**config.mk**
```make
export PLATFORM = sky130hd
export DESIGN_NAME = johnson_seq_gen
export DESIGN_NICKNAME = d
export VERILOG_FILES = /design/src/rtl/johnson_pkg.sv /design/src/rtl/johnson_decode.sv /design/src/rtl/johnson_seq_gen.sv
export SDC_FILE = /design/constraint.sdc
export NUM_CORES = 1
export LEC_CHECK = 0
export CORE_MARGIN = 4
export CORE_UTILIZATION = 39
export CTS_CLUSTER_DIAMETER = 120
export DETAILED_ROUTE_END_ITERATION = 6
export PLACE_DENSITY = 0.8
export RECOVER_POWER = 50
export SLEW_MARGIN = 15
export SYNTH_ARGS = -nofsm -noshare
export SYNTH_HDL_FRONTEND = slang
export SYNTH_SLANG_ARGS = --single-unit
```
**constraint.sdc**
```tcl
create_clock -name i_clk -period 3.1 [get_ports i_clk]
set_clock_uncertainty 0.05 [all_clocks]
set_input_delay 0.465 -clock i_clk [delete_from_list [all_inputs] [get_ports i_clk]]
set_output_delay 0.465 -clock i_clk [all_outputs]
set_load 0.02 [all_outputs]
```
**src/rtl/johnson_pkg.sv**
```systemverilog
// Shared helpers for the Johnson sequencer: code <-> index conversion and legality test.
// Functions work on a JC_MAX_W-bit container; callers pass the live ring width.
package johnson_pkg;

    localparam int unsigned JC_MAX_W = 32'd64;

    function automatic int unsigned jc_idx_w(input int unsigned width);
        return $clog2(32'd2 * width);
    endfunction

    // Indices 0..width are k low ones; width+k is k low zeros with the rest ones.
    function automatic logic [JC_MAX_W-1:0] jc_encode(input int unsigned idx, input int unsigned width);
        logic [JC_MAX_W-1:0] code;
        code = {JC_MAX_W{1'b0}};
        for (int unsigned b = 0; b < JC_MAX_W; b++) begin
            if (b >= width) begin
                code[b] = 1'b0;
            end else if (idx <= width) begin
                code[b] = (b < idx);
            end else begin
                code[b] = (b >= idx - width);
            end
        end
        return code;
    endfunction

    function automatic int unsigned jc_decode(input logic [JC_MAX_W-1:0] q, input int unsigned width);
        int unsigned ones;
        ones = 32'd0;
        for (int unsigned b = 0; b < JC_MAX_W; b++) begin
            if ((b < width) && q[b]) begin
                ones = ones + 32'd1;
            end else begin
                ones = ones;
            end
        end
        if (q[0] || (ones == 32'd0)) begin
            return ones;
        end else begin
            return (32'd2 * width) - ones;
        end
    endfunction

    // A legal code has at most one 0/1 boundary inside the ring.
    function automatic logic jc_legal(input logic [JC_MAX_W-1:0] q, input int unsigned width);
        int unsigned edges;
        edges = 32'd0;
        for (int unsigned b = 1; b < JC_MAX_W; b++) begin
            if ((b < width) && (q[b] != q[b-1])) begin
                edges = edges + 32'd1;
            end else begin
                edges = edges;
            end
        end
        return (edges <= 32'd1);
    endfunction

endpackage

```
**src/rtl/johnson_decode.sv**
```systemverilog
// Combinational Johnson-code decoder: binary index, one-hot decode and legality flag.
// Illegal codes decode to index 0 with an all-zero one-hot vector.
module johnson_decode
    import johnson_pkg::*;
#(
    parameter  int WIDTH = 4,
    localparam int IDX_W = int'(jc_idx_w(WIDTH))
)(
    input  logic [WIDTH-1:0]   i_q,
    output logic [IDX_W-1:0]   o_idx,
    output logic [2*WIDTH-1:0] o_dec,
    output logic               o_legal
);

    logic [JC_MAX_W-1:0] w_q_ext;

    // Decode the current code, gating outputs on legality.
    always_comb begin
        w_q_ext = JC_MAX_W'(i_q);
        o_legal = jc_legal(w_q_ext, WIDTH);
        if (o_legal) begin
            o_idx = IDX_W'(jc_decode(w_q_ext, WIDTH));
            o_dec = {{(2*WIDTH-1){1'b0}}, 1'b1} << o_idx;
        end else begin
            o_idx = {IDX_W{1'b0}};
            o_dec = {(2*WIDTH){1'b0}};
        end
    end

endmodule

```
**src/rtl/johnson_seq_gen.sv**
```systemverilog
// Johnson (twisted-ring) sequencer with enable, direction, indexed load and terminal count.
// Optional JOHNSON_SELF_CORRECT_EN: flag illegal codes on o_err and force them back to zero.
module johnson_seq_gen
    import johnson_pkg::*;
#(
    parameter  int WIDTH = 4,
    localparam int IDX_W = int'(jc_idx_w(WIDTH))
)(
    input  logic               i_clk,
    input  logic               i_res,
    input  logic               i_en,
    input  logic               i_up,
    input  logic               i_load,
    input  logic [IDX_W-1:0]   i_load_idx,
    output logic [WIDTH-1:0]   o_q,
    output logic [IDX_W-1:0]   o_idx,
    output logic [2*WIDTH-1:0] o_dec,
    output logic               o_tc,
    output logic               o_err
);

    localparam int unsigned      SEQ_LEN  = 32'(2 * WIDTH);
    localparam logic [IDX_W-1:0] LAST_IDX = IDX_W'(SEQ_LEN - 32'd1);

    logic [WIDTH-1:0] r_q;
    logic [WIDTH-1:0] w_q_nxt;
    logic             w_legal;
    logic             w_load_ok;

    johnson_decode #(.WIDTH(WIDTH)) u_decode (
        .i_q     (r_q),
        .o_idx   (o_idx),
        .o_dec   (o_dec),
        .o_legal (w_legal)
    );

    // Out-of-range load indices are dropped so the ring simply holds.
    always_comb begin
        w_load_ok = (32'(i_load_idx) < SEQ_LEN);
    end

    // Next-state selection: load beats correction beats stepping.
    always_comb begin
        w_q_nxt = r_q;
        if (i_load) begin
            if (w_load_ok) begin
                w_q_nxt = WIDTH'(jc_encode(32'(i_load_idx), WIDTH));
            end else begin
                w_q_nxt = r_q;
            end
        end
`ifdef JOHNSON_SELF_CORRECT_EN
        else if (!w_legal) begin
            w_q_nxt = {WIDTH{1'b0}};
        end
`endif
        else if (i_en) begin
            if (i_up) begin
                w_q_nxt = {r_q[WIDTH-2:0], ~r_q[WIDTH-1]};
            end else begin
                w_q_nxt = {~r_q[0], r_q[WIDTH-1:1]};
            end
        end else begin
            w_q_nxt = r_q;
        end
    end

    // Ring register with synchronous reset.
    always_ff @(posedge i_clk) begin
        if (i_res) begin
            r_q <= {WIDTH{1'b0}};
        end else begin
            r_q <= w_q_nxt;
        end
    end

    assign o_q = r_q;

    // Terminal count flags the cycle whose edge wraps the sequence.
    always_comb begin
        o_tc = 1'b0;
        if (i_en && !i_load && !i_res) begin
            o_tc = (i_up && (o_idx == LAST_IDX)) || (!i_up && (o_idx == {IDX_W{1'b0}}));
        end else begin
            o_tc = 1'b0;
        end
    end

`ifdef JOHNSON_SELF_CORRECT_EN
    // Illegal-code flag.
    always_comb begin
        o_err = ~w_legal;
    end
`else
    logic w_unused_legal;

    // Without self-correction the flag is tied low.
    always_comb begin
        o_err          = 1'b0;
        w_unused_legal = w_legal;
    end
`endif

endmodule

```
Word level (Yosys, flattened, before mapping)
Index checks and enable logic that the tools add are counted.
Widths: inputs -> output; s select.
{"block": "totals", "word_cells": 60, "regBits": 4, "input_bits": 8, "output_inout_bits": 17}
{"block": "op_classes", "muxes": 23, "bitwise_logic": 2, "n_lt_le_gt_ge": 10, "n_addsub": 7, "n_shift": 1, "n_reduce_logical": 12, "eq_ne": 4}
{"op": "$mux 32", "count": 9}
{"op": "$add 32x1->32 const B", "count": 5}
{"op": "$ge 1x32->1 const A", "count": 2}
{"op": "$ge 2x32->1 const A", "count": 2}
{"op": "$le 32x1->1 const B", "count": 1}
{"op": "$logic_not 32->1", "count": 1}
{"op": "$mux 4", "count": 3}
{"op": "$mux 3", "count": 3}
{"op": "$mux 8", "count": 1}
{"op": "$shl 1x3->8 const A", "count": 1}
{"op": "$mux 1", "count": 7}
{"op": "$lt 1x3->1 const A", "count": 2}
{"op": "$lt 2x3->1 const A", "count": 2}
{"op": "$logic_and 1x1->1", "count": 4}
{"op": "$sub 3x3->4 const B", "count": 1}
{"op": "$eq 3x3->1 const B", "count": 1}
{"op": "$le 3x3->1 const B", "count": 1}
{"op": "$logic_not 1->1", "count": 3}
{"op": "$logic_not 3->1", "count": 1}
{"op": "$ne 1x1->1", "count": 3}
{"op": "$sub 1x3->3 const A", "count": 1}
{"op": "$logic_or 1x1->1", "count": 2}
{"op": "$not 1->1", "count": 2}
{"op": "$reduce_bool 2->1", "count": 1}

Longest topological paths before layout
Gate-level depths: netlist (run 1).
{"block": "depth", "depth_word": 26, "mapped_depth": 14, "ltp_nobuf": 14}

Modules after synthesis
From an unflattened synthesis (run 1), not the netlist that was laid out.
{"block": "hier_totals", "hier_cells": 91, "area_unflattened_um2": 708.2}
{"module": "johnson_decode", "area_each_um2": 421.7, "cells_each": 54, "n_inst": 1, "seq_area_each_um2": 0.0}
{"module": "johnson_seq_gen", "area_each_um2": 286.5, "cells_each": 37, "n_inst": 1, "seq_area_each_um2": 80.1}

Worst setup path before layout (run 1)
Ideal clock, no wire load.
{"block": "synth_timing", "path_type": "register to output", "start": "reg r_q[0], in the netlist o_q[0]", "end": "out o_dec[4]", "n_path_buf": 0, "required_ps": 2585, "arrival_time_ps": 3172, "path_slack_ps": -587, "path_stages_with_launch": 14, "path_cell_list": "dfxtp_1 inv_1 ha_1 xnor2_4 inv_1 ha_1 nand2_1 o31ai_4 inv_1 ha_1 nor2_1 xnor3_1 or2_2 nor3_1"}
{"block": "synth_via", "elab_chain_cells": 17, "word_cells_on_any_way": 25, "cone_classes": "6 x add/sub; 1 x order compare; 1 x eq/ne; 1 x shift; 14 x mux; 2 x reduce/logical"}
{"item": "start, declared", "line": "johnson_seq_gen.sv:25", "text": "logic [WIDTH-1:0] r_q;"}
{"item": "start signal, assigned", "line": "johnson_seq_gen.sv:71", "text": "r_q <= {WIDTH{1'b0}};"}
{"item": "start signal, assigned", "line": "johnson_seq_gen.sv:73", "text": "r_q <= w_q_nxt;"}
{"item": "$mux 1", "line": "johnson_pkg.sv:31", "text": "if ((b < width) && q[b]) begin"}
{"item": "$mux 32", "line": "johnson_decode.sv:21", "text": "if (o_legal) begin"}
{"item": "$add 32x1->32", "line": "johnson_pkg.sv:32", "text": "ones = ones + 32'd1;"}
{"item": "$mux 32", "line": "johnson_pkg.sv:31"}
{"item": "$mux 32", "line": "johnson_decode.sv:21"}
{"item": "$add 32x1->32", "line": "johnson_pkg.sv:32"}
{"item": "$mux 32", "line": "johnson_pkg.sv:31"}
{"item": "$mux 32", "line": "johnson_decode.sv:21"}
{"item": "$add 32x1->32", "line": "johnson_pkg.sv:32"}
{"item": "$mux 32", "line": "johnson_pkg.sv:31"}
{"item": "$mux 32", "line": "johnson_decode.sv:21"}
{"item": "$logic_not 32->1", "line": "johnson_pkg.sv:37", "text": "if (q[0] || (ones == 32'd0)) begin"}
{"item": "$logic_or 1x1->1", "line": "johnson_pkg.sv:37"}
{"item": "$mux 3", "line": "johnson_pkg.sv:37"}
{"item": "$mux 3", "line": "johnson_decode.sv:21"}
{"item": "$shl 1x3->8", "line": "johnson_decode.sv:23", "text": "o_dec = {{(2*WIDTH-1){1'b0}}, 1'b1} << o_idx;"}
{"item": "$mux 8 (*)", "line": "johnson_decode.sv:21"}
{"item": "end, declared", "line": "johnson_seq_gen.sv:17", "text": "output logic [2*WIDTH-1:0] o_dec,"}
Mark *: on every way between the ends. The rest lies on a longest branch, timed or not. The select of a mux whose other input is x is not followed.

Worst setup path in the final report (run 1)
{"block": "layout_timing", "start": "reg r_q[1], in the netlist o_q[1]", "end": "out o_dec[1]"}
{"block": "layout_via", "elab_chain_cells": 14, "word_cells_on_any_way": 23, "cone_classes": "5 x add/sub; 1 x order compare; 2 x eq/ne; 1 x shift; 12 x mux; 2 x reduce/logical"}
{"item": "$mux 32", "line": "johnson_pkg.sv:31"}
{"item": "$mux 32", "line": "johnson_decode.sv:21"}
{"item": "$add 32x1->32", "line": "johnson_pkg.sv:32"}
{"item": "$mux 32", "line": "johnson_pkg.sv:31"}
{"item": "$mux 32", "line": "johnson_decode.sv:21"}
{"item": "$add 32x1->32", "line": "johnson_pkg.sv:32"}
{"item": "$mux 32", "line": "johnson_pkg.sv:31"}
{"item": "$mux 32", "line": "johnson_decode.sv:21"}
{"item": "$logic_not 32->1", "line": "johnson_pkg.sv:37"}
{"item": "$logic_or 1x1->1", "line": "johnson_pkg.sv:37"}
{"item": "$mux 3", "line": "johnson_pkg.sv:37"}
{"item": "$mux 3", "line": "johnson_decode.sv:21"}
{"item": "$shl 1x3->8", "line": "johnson_decode.sv:23"}
{"item": "$mux 8 (*)", "line": "johnson_decode.sv:21"}
Marked as above.

==> impl_metrics.yaml, run 1 <==
synthesis:
  synth_top_area_frac: 0.118
  synthFlopType: "dfxtp_1"
  synth.distinct_cells: 31
  synth_commonest_cells: "nor2_1, inv_1, nor3_1"
  synth_seq_cells: 4
  synth_enable_flop_cells: 0
  ys_warn_count: 0
  ys_seq_area_frac: 0.118
  synth_top_cells_by_area: "dfxtp_1, nor2_1, xnor2_4, ha_1, a211oi_1"
  async_reset_ff_frac: 0
  syn_nets: 100
  mappedNetlistArea_um2: 679
  yosys.cell_count.top_type: "nor2_1"
  synth.largest_area_cell: "dfxtp_1"
  syn_avg_cell_area_um2: 7.81
  postSynthCellCount: 87
grt:
  antenna_found_initial: 0
  grt.met1_usage: 0.204
  grt_usage: 0.166
  grt_use_met3: 0.0211
  grt_pass1_wl_mm: 3.24
  grt_overflow: 0
  grt_pass1_vias: 733
  grt_max_degree: 10
  routing_layer_with_the_top_usage_in_global_route: "met2"
  gr-usage-met2: 0.295
placed_design:
  gp_congestion: 0.845
  port-buffer-count: 23
  pre_cts_slack_ns: -0.460
  numPlacedInstances: 138
  dp.final_hpwl_mm: 1.46
clock_network:
  h_tree_lvl_count: 1
  clk_path_buf_depth: 2
  clk_pin_slew_ns: 0.05
  clock_buffers_created_by_tritoncts: 3
  root_buffer: "clkbuf_4"
  clk-insertion-delay-late_ns: 0.25
  tritoncts: "built"
  number_of_buffers_inserted_for_hold_repair_after_clock_tree_synthesis: 0
  numClockSinks: 4
power:
  design_power_total_uw: 688
  power.share.switching: 0.459
  seqPwrFrac: 0.094
  combPwrFrac: 0.793
  total_switching_power_uw: 316
  cellPowerDensity_nw_per_um2: 546
  leakagePower_uw: 0.000562
  vdd_drop_max_mv: 0.379
  share_clk_of_total_power: 0.113
  power.internal_uw: 372
setup_path:
  cp-start-kind: "flop"
  setup.worst_path.class: "reg2out"
  critical-path-max-stage-delay_ns: 0.37
  cell_with_the_largest_stage_delay_on_the_worst_path: "dfxtp_4"
  worst_path_most_repeated_cell: "ha_4"
  crit_path_end_kind: "output pin"
  crit_start: "o_q[1]"
  critical_path_required_ns: 2.58
  critical_path.max_fanout: 4
  critPathArrivalTime_ns: 2.84
  r2r_start: "o_q[3]"
  critical_path.cell_chain: "inv_4 -> ha_4 -> xnor2_4 -> inv_2 -> ha_4 -> nand2_4 -> o31ai_4 -> inv_2 -> ha_4 -> buf_6 -> a211o_4 -> o21a_4 -> nor3_2 -> buf_4"
die:
  die-height_um: 49.7
  rows: 14
  floorplan.die.width_um: 49.7
  starting_density_of_the_core: 0.431
  fp.coreArea_um2: 1580
  io_pins: 25
  design.die.area_um2: 2470
cells_and_area:
  multi_input_comb_area_um2: 667
  area.growth.synth_to_final_pct: 85.6
  num-fill-cells: 105
  finalNetCount: 147
  largest_register_ff_count: 4
  number_of_antenna_cells_inserted: 0
  drive_above_1_share: 0.519
  seq_area_um2: 87.6
  final_cells: 149
timing:
  timing.fmax_ghz: 0.298
  layout_min_cycle_time_ns: 3.35
  hold_violation_total_from_the_final_report: 0
  hold_slack_ns: 0.798
  timing.final.ws_setup_ns: -0.252
  setup-violations-final: 10
  tns_ns: -1.99
  layout_worst_path_cycle_share: 1.08
  drv_slew: 0
  rsz0062_at_grt: "yes"
drt:
  vias: 790
  wl_per_cell_um: 14.4
  first_iter_violations: 14
  drt_pre_antenna_iters: 4
  drtAntennaViolNets: 0
  via_per_inst: 5.30
  finalWirelength_mm: 2.14
  drcViolationCount: 0
worst_hold_path:
  worstHoldPathType: "in2reg"
  holdCritStartpoint: "i_res"
run_status:
  failed_checks: "negative setup slack"
  status: "finished with violations"
run:
  maxCapViolations: 0
-- kinds of logic (layout without fill, tap and decap cells) --
| logic type | after synthesis | count (layout) | synth area share |
|---|---|---|---|
| adders and majority gates | 5 | 5 | 0.103 |
| and+or+nand+nor | 33 | 33 | 0.236 |
| muxes | 2 | 2 | 0.0295 |
| DFF | 4 | 4 | 0.118 |
| AOI/OAI and AO/OA | 18 | 18 | 0.206 |
| xor gates and xnor gates | 9 | 9 | 0.192 |
| other | 1 | 1 | 0.00552 |
| buffers and inverters | 15 | 61 | 0.110 |
-- per-layer routing --
metal,vias up,wire length (µm)
met2,25,1120
li1,391,-
met5,-,0
met3,4,70
met1,370,926
met4,0,24
-- power groups by stage --
stage	sequential [µW]	clock [µW]	combinational, µW
floorplan	67.3	0	277
global placement	64.2	0	447
detailed placement	64.7	0	456
CTS	63.9	77.3	497
global route	65.9	86.7	582
finish	65.0	77.7	546
-- stage by stage --
step / area [µm²] / utilization
CTS: 1190 / 0.758
global route: 1260 / 0.800
finish: 1260 / 0.800
detailed placement: 1100 / 0.697
floorplan: 754 / -
global placement: 1100 / 0.697
-- layout make-up --
class,count,share of cell area
clock buffers,4,0.0208
inverters,9,0.0308
multi-input cells,68,0.529
flip-flops and latches,4,0.0694
well taps,16,0.0159
repair buffers,48,0.334
-- critical path, delay by kind of cell, from the launching register on --
kind | cells | cell delay [ns]
AOI/OAI and AO/OA | 3 | 0.60
xor gates and xnor gates | 1 | 0.17
adders and majority gates | 3 | 0.69
buffers and inverters | 5 | 0.48
DFF | 1 | 0.37
and+or+nand+nor | 2 | 0.27
-- worst paths after layout --
path / end / depth (start not counted) / slack, ns
min reg2reg: o_q[1] / 5 / 0.84
max: o_dec[1] / 14 / -0.25
max reg2reg: o_q[2] / 5 / 1.68
min: o_q[1] / 2 / 0.80
-- placed cells by master (no fill, tap or decap), drive strengths merged, types with 5 or more instances in the layout --
| cell | instances |
|---|---|
| buf | 34 |
| nor2 | 15 |
| clkdlybuf4s50 | 11 |
| inv | 9 |
| nor3 | 8 |
| a21oi | 6 |
| xnor2 | 6 |
| a211oi | 5 |
-- timing repair --
item,CTS,global route
resized for setup,66,10
endpoints found under the setup margin,11,11
pin swaps,9,8
cloned,0,0
buffers inserted,5,2
No activity file was read; power rests on OpenSTA's default activity.
==> inputs of run 2 (changes only) <==
- ABC_CLOCK_PERIOD_IN_PS: unset -> 3100
==> results of run 2 <==
Final layout, timing and power as in run 1 (identical DEF).
